`config.mk`:
```
export PLATFORM = sky130hd
export DESIGN_NAME = bcd_sevenseg_scan
export DESIGN_NICKNAME = d
export VERILOG_FILES = /design/src/rtl/bcd_sevenseg_scan.sv
export SDC_FILE = /design/constraint.sdc
export NUM_CORES = 1
export LEC_CHECK = 0
export BUFFER_PORTS_ARGS = -buffer_cell sky130_fd_sc_hd__clkbuf_2
export CORE_UTILIZATION = 57
export DETAILED_ROUTE_END_ITERATION = 8
export GPL_ROUTABILITY_DRIVEN = 0
export PLACE_DENSITY = 0.79
export SKIP_LAST_GASP = 1
export SYNTH_ARGS = -nofsm -noshare
export SYNTH_HDL_FRONTEND = slang
export SYNTH_SLANG_ARGS = --single-unit
```
`constraint.sdc`:
```
create_clock -name CLK -period 2.05 [get_ports CLK]
set_input_delay 0.41 -clock CLK [delete_from_list [all_inputs] [get_ports CLK]]
set_output_delay 0.41 -clock CLK [all_outputs]
set_load 0.005 [all_outputs]
```
`src/rtl/bcd_sevenseg_scan.sv`:
```
// bcd_sevenseg_scan
// Captures a packed 4-digit BCD word and scans it onto a 4-digit common-anode
// seven-segment display. Each digit owns a slot of REFRESH_DIV cycles. The
// first GUARD cycles of a slot keep every anode off so the previous digit's
// segments never bleed into the next one. Leading zeros can be blanked, each
// digit has its own decimal point, and non-BCD nibbles are shown as a dash.
// All pins are registered, one cycle behind the scan state.

module bcd_sevenseg_scan #(
  parameter int REFRESH_DIV = 100000,  // cycles per digit slot, 4..2^20
  parameter int GUARD       = 16       // dark cycles per slot, 1..REFRESH_DIV-1
) (
  input  logic        CLK,
  input  logic        RST,       // asynchronous, active-low
  input  logic        LOAD,
  input  logic [15:0] BCDIN,
  input  logic [3:0]  DPIN,
  input  logic        BLANK_EN,
  output logic [3:0]  AN,
  output logic [6:0]  SEG,
  output logic        DP
);

  localparam int CNT_W = (REFRESH_DIV > 1) ? $clog2(REFRESH_DIV) : 1;
  localparam logic [CNT_W-1:0] CNT_MAX = CNT_W'(REFRESH_DIV - 1);
  localparam logic [CNT_W-1:0] GUARD_C = CNT_W'(GUARD);

  localparam logic [6:0] SEG_OFF  = 7'b1111111;
  localparam logic [6:0] SEG_DASH = 7'b0111111;

  typedef enum logic {
    GUARD_S = 1'b0,
    SHOW_S  = 1'b1
  } state_e;

  // Shadow of the displayed value
  logic [15:0] bcd_q;
  logic [3:0]  dpm_q;

  // Scan timing
  logic [CNT_W-1:0] cnt_q, cnt_d;
  logic [1:0]       idx_q, idx_d;
  state_e           state_q, state_d;

  // Registered pins
  logic [3:0] an_q, an_d;
  logic [6:0] seg_q, seg_d;
  logic       dp_q, dp_d;

  // Per-digit decode helpers
  logic [3:0] nib;
  logic       zero3, zero2, zero1;
  logic       blank_digit;

  // Active-low glyph for one nibble; anything above 9 becomes a dash.
  function automatic logic [6:0] glyph(input logic [3:0] n);
    logic [6:0] g;
    unique case (n)
      4'd0:    g = 7'b1000000;
      4'd1:    g = 7'b1111001;
      4'd2:    g = 7'b0100100;
      4'd3:    g = 7'b0110000;
      4'd4:    g = 7'b0011001;
      4'd5:    g = 7'b0010010;
      4'd6:    g = 7'b0000010;
      4'd7:    g = 7'b1111000;
      4'd8:    g = 7'b0000000;
      4'd9:    g = 7'b0010000;
      default: g = SEG_DASH;
    endcase
    return g;
  endfunction

  // Capture a new value on LOAD, independent of where the scan is.
  // NOTE: sequential state uses non-blocking assignments so every flop samples pre-edge values.
  always_ff @(posedge CLK or negedge RST) begin
    if (!RST) begin
      bcd_q <= 16'h0000;
      dpm_q <= 4'b0000;
    end else if (LOAD) begin
      bcd_q <= BCDIN;
      dpm_q <= DPIN;
    end
  end

  // Slot counter, digit index and guard/show state for the next cycle.
  // NOTE: every signal driven here gets a default first, so no path can infer a latch.
  always_comb begin
    cnt_d   = cnt_q;
    idx_d   = idx_q;
    state_d = state_q;
    if (cnt_q == CNT_MAX) begin
      cnt_d   = '0;
      idx_d   = idx_q + 2'd1;
      state_d = GUARD_S;
    end else begin
      cnt_d = cnt_q + 1'b1;
      if (cnt_d == GUARD_C) begin
        state_d = SHOW_S;
      end
    end
  end

  // Scan timing registers.
  always_ff @(posedge CLK or negedge RST) begin
    if (!RST) begin
      cnt_q   <= '0;
      idx_q   <= 2'd0;
      state_q <= GUARD_S;
    end else begin
      cnt_q   <= cnt_d;
      idx_q   <= idx_d;
      state_q <= state_d;
    end
  end

  // Select the current digit and decide whether it is a blanked leading zero.
  always_comb begin
    nib = 4'h0;
    unique case (idx_q)
      2'd0: nib = bcd_q[3:0];
      2'd1: nib = bcd_q[7:4];
      2'd2: nib = bcd_q[11:8];
      2'd3: nib = bcd_q[15:12];
      default: nib = 4'h0;
    endcase

    // Blanking runs from the thousands digit down and stops at the first
    // nibble that is not zero; a non-BCD nibble is not zero.
    zero3 = (bcd_q[15:12] == 4'h0);
    zero2 = zero3 && (bcd_q[11:8] == 4'h0);
    zero1 = zero2 && (bcd_q[7:4] == 4'h0);

    blank_digit = 1'b0;
    if (BLANK_EN) begin
      unique case (idx_q)
        2'd3:    blank_digit = zero3;
        2'd2:    blank_digit = zero2;
        2'd1:    blank_digit = zero1;
        default: blank_digit = 1'b0;
      endcase
    end
  end

  // Next pin values: dark during the guard, otherwise the selected digit.
  always_comb begin
    an_d  = 4'b1111;
    seg_d = SEG_OFF;
    dp_d  = 1'b1;
    if (state_q == SHOW_S) begin
      an_d        = 4'b1111;
      an_d[idx_q] = 1'b0;
      seg_d       = blank_digit ? SEG_OFF : glyph(nib);
      dp_d        = ~dpm_q[idx_q];
    end
  end

  // Output registers; reset forces the display dark without waiting for a clock.
  always_ff @(posedge CLK or negedge RST) begin
    if (!RST) begin
      an_q  <= 4'b1111;
      seg_q <= SEG_OFF;
      dp_q  <= 1'b1;
    end else begin
      an_q  <= an_d;
      seg_q <= seg_d;
      dp_q  <= dp_d;
    end
  end

  assign AN  = an_q;
  assign SEG = seg_q;
  assign DP  = dp_q;

endmodule

```
==> flow_summary.ini <==
[synth]
synth_xor_xnor_area_share_pct = 5.84
syn_area_per_cell_um2 = 11.5
yosysUniqueCellTypes = 51
synth_edf_count = 0
yosysWarnings = 0
ys_ff_latch = 52
ys_top_cells_by_area = dfrtp_1 (39%), dfstp_2 (12%), mux2_2 (8.4%)
synth_area_um2 = 2550
synth_top_area_share_pct = 39.3
yosys.area_share.simple_pct = 15.3
synth_top_family_by_area = simple AND/OR/NAND/NOR gates
synth_compound_area_share_pct = 8.20
synthFlopType = dfrtp_1
ys_seq_area_share_pct = 51.6
synthMuxAreaShare_pct = 11.6
synthCells = 222
async_flop_share_pct = 100
synth_top_cell_by_area = dfrtp_1
synth_fa_ha_area_share_pct = 4.42
syn-num-nets = 255

[sta]
worst_pin_slew_ns = 0.620
finalCritPeriodShare_pct = 98.2
rsz0062_at_grt = true
fin_ws_ns = 0.0371
holdWs_ns = 0.0830
setup_viol = 0
hold_viol_final = 0
max_freq_mhz = 497
relSlewSlack_pct = 58.5
slew_viol_final = 0
finalCriticalPeriod_ns = 2.01
final.setup_skew_ns = 0.00506

[route]
wl_per_cell_um = 15.8
ant_nets = 0
wirelength_um = 5010
drt-initial-drc-count = 145
vias = 1836
drc = 0
via_per_inst = 5.81
firstDrtPassIters = 4

[critical_path]
crit_type = reg2reg
endpoint_kind = flip-flop
critPathArrivalTime_ns = 2.23
r2r_cells = 8
cp-start-kind = flip-flop
r2r-end = SEG[5]$_DFF_PN1_
r2r_start = idx_q[1]$_DFFE_PN0N_
reg2reg_setup_slack_ns = 0.04
worstPathMaxFanout = 6
crit_required_ns = 2.26

[clock_network]
clk_pin_slew_ns = 0.09
cts_max_level = 2
clock_latency_ns = 0.31
numClockSinks = 52
cts_root_buf = clkbuf_8
cts_buffer_depth = 2
numCtsBuffers = 5
cts_tree = built

[floorplan]
die_area_um2 = 4740
die_w_um = 68.9
start_util_pct = 61.5
core-area_um2 = 4140
dieHeight_um = 68.9
fp-row-count = 23
ios = 36

[global_routing]
grt_pass1_vias = 1744
grt_usage_pct = 23.5
grt_pass1_wl_um = 8060
antenna_found_initial = 0
grt_max_degree = 53
gr-total-overflow = 0

[power]
power.density_nw_per_um2 = 679
peakVddDrop_mv = 0.568
p_leak_nw = 1.36

[min_path]
hold_class = in2async

[finish]
layout.nets = 298
diodes = 0
layout_common_cells = dfrtp_1 (39), clkbuf_2 (35), nand2_1 (20), mux2_2 (18), nor2_1 (17)
post-route-util_pct = 72.9
area_delta_synth_final_pct = 18.6
final_area_um2 = 3020
layout-drive-gt1-share_pct = 39.5
layout_commonest_cell = dfrtp_1

[placement]
dpl_cell_area_um2 = 2780
io_buffers = 35
dp_hpwl_um = 3350
dp_slack_ns = -0.0536

[status]
status = completed

[run]
maxCapViolations = 0
==> power by group <==
| part | switching (W) | leakage, nW | internal (W) |
|---|---|---|---|
| Clock | 0.000336 | 0.0541 | 0.000361 |
| Sequential | 0.0000331 | 0.620 | 0.00110 |
| Combinational | 0.000109 | 0.689 | 0.000111 |
==> per-stage QoR <==
| stage | power [W] | std cells | TNS [ns] |
|---|---|---|---|
| 6_report | 0.00205 | 316 | 0 |
| 2_1_floorplan | 0.00125 | 222 | 0 |
| 3_5_place_dp | 0.00135 | 302 | -0.0596 |
| 5_1_grt | 0.00214 | 316 | -0.0386 |
| 4_1_cts | 0.00205 | 313 | 0 |
| 3_3_place_gp | 0.00134 | 302 | 0 |
==> layer usage <==
layer	global-route usage, %	vias to the layer above	share of wire [%]
met5	0	-	0
met4	8.16	0	0.84
met3	4.77	6	4.2
met2	40.8	45	50
met1	28.9	900	45
li1	-	885	-
==> synth_stat cells (all sizes together) (2+ instances only) <==
master	n
dfrtp	40
mux2	21
nand2	21
nor2	17
dfstp	12
inv	10
xnor2	10
ha	9
nand3	8
nand4	7
xor2	7
o21ai	6
nor3	5
a222oi	4
buf	4
clkbuf	4
and4	3
mux2i	3
nor4	3
o211ai	3
a21oi	2
==> what timing repair did <==
action / CTS / global route
pin swaps: 0 / 3
hold buffers: 0 / 0
gates resized for setup: 4 / 17
cloned: 0 / 0
setup endpoints to repair: 4 / 5
setup buffers: 3 / 3
==> worst max-delay path by stage <==
stage / from / end / slack, ns / cells after the start
final: idx_q[1]$_DFFE_PN0N_ / SEG[5]$_DFF_PN1_ / 0.04 / 8
after floorplan: idx_q[1]$_DFFE_PN0N_ / SEG[5]$_DFF_PN1_ / 0.16 / 8
after global placement: idx_q[0]$_DFFE_PN0N_ / SEG[5]$_DFF_PN1_ / 0.06 / 8
after detailed placement: idx_q[0]$_DFFE_PN0N_ / SEG[5]$_DFF_PN1_ / -0.05 / 8
after global routing: idx_q[1]$_DFFE_PN0N_ / SEG[5]$_DFF_PN1_ / -0.03 / 8
after CTS: idx_q[0]$_DFFE_PN0N_ / SEG[0]$_DFF_PN1_ / 0.008 / 8
==> cell families after synthesis <==
family	count (synthesis)
fa+ha+maj	9
flops	52
compound gates	28
simple gates	73
xor+xnor	17
mux	25
buf+inv	18
==> worst max-delay path: stages, from the launching register on <==
cell and delay [ns]:
dfrtp_1 0.44, buf_4 0.17, ha_4 0.17, a222oi_1 0.27
mux2_4 0.24, inv_2 0.06, ha_1 0.21, o32ai_2 0.27
nand2_1 0.08
==> state kept, by name, summed over array words and instances (netlist names) <==
name,flops
bcd_q,16
AN,4
DP,1
SEG,7
state_q,1
cnt_q,17
idx_q,2
dpm_q,4
==> layout make-up <==
cell class              count  area, um^2
inverters                  10        37.5
repair buffers             44         255
clock buffers               5        68.8
fillers                   316        1120
flip-flops and latches     52        1320
well taps                  50        62.6
multi-input cells         152        1240
clock inverters             3        42.5
No activity file was read; power rests on OpenSTA's default activity.
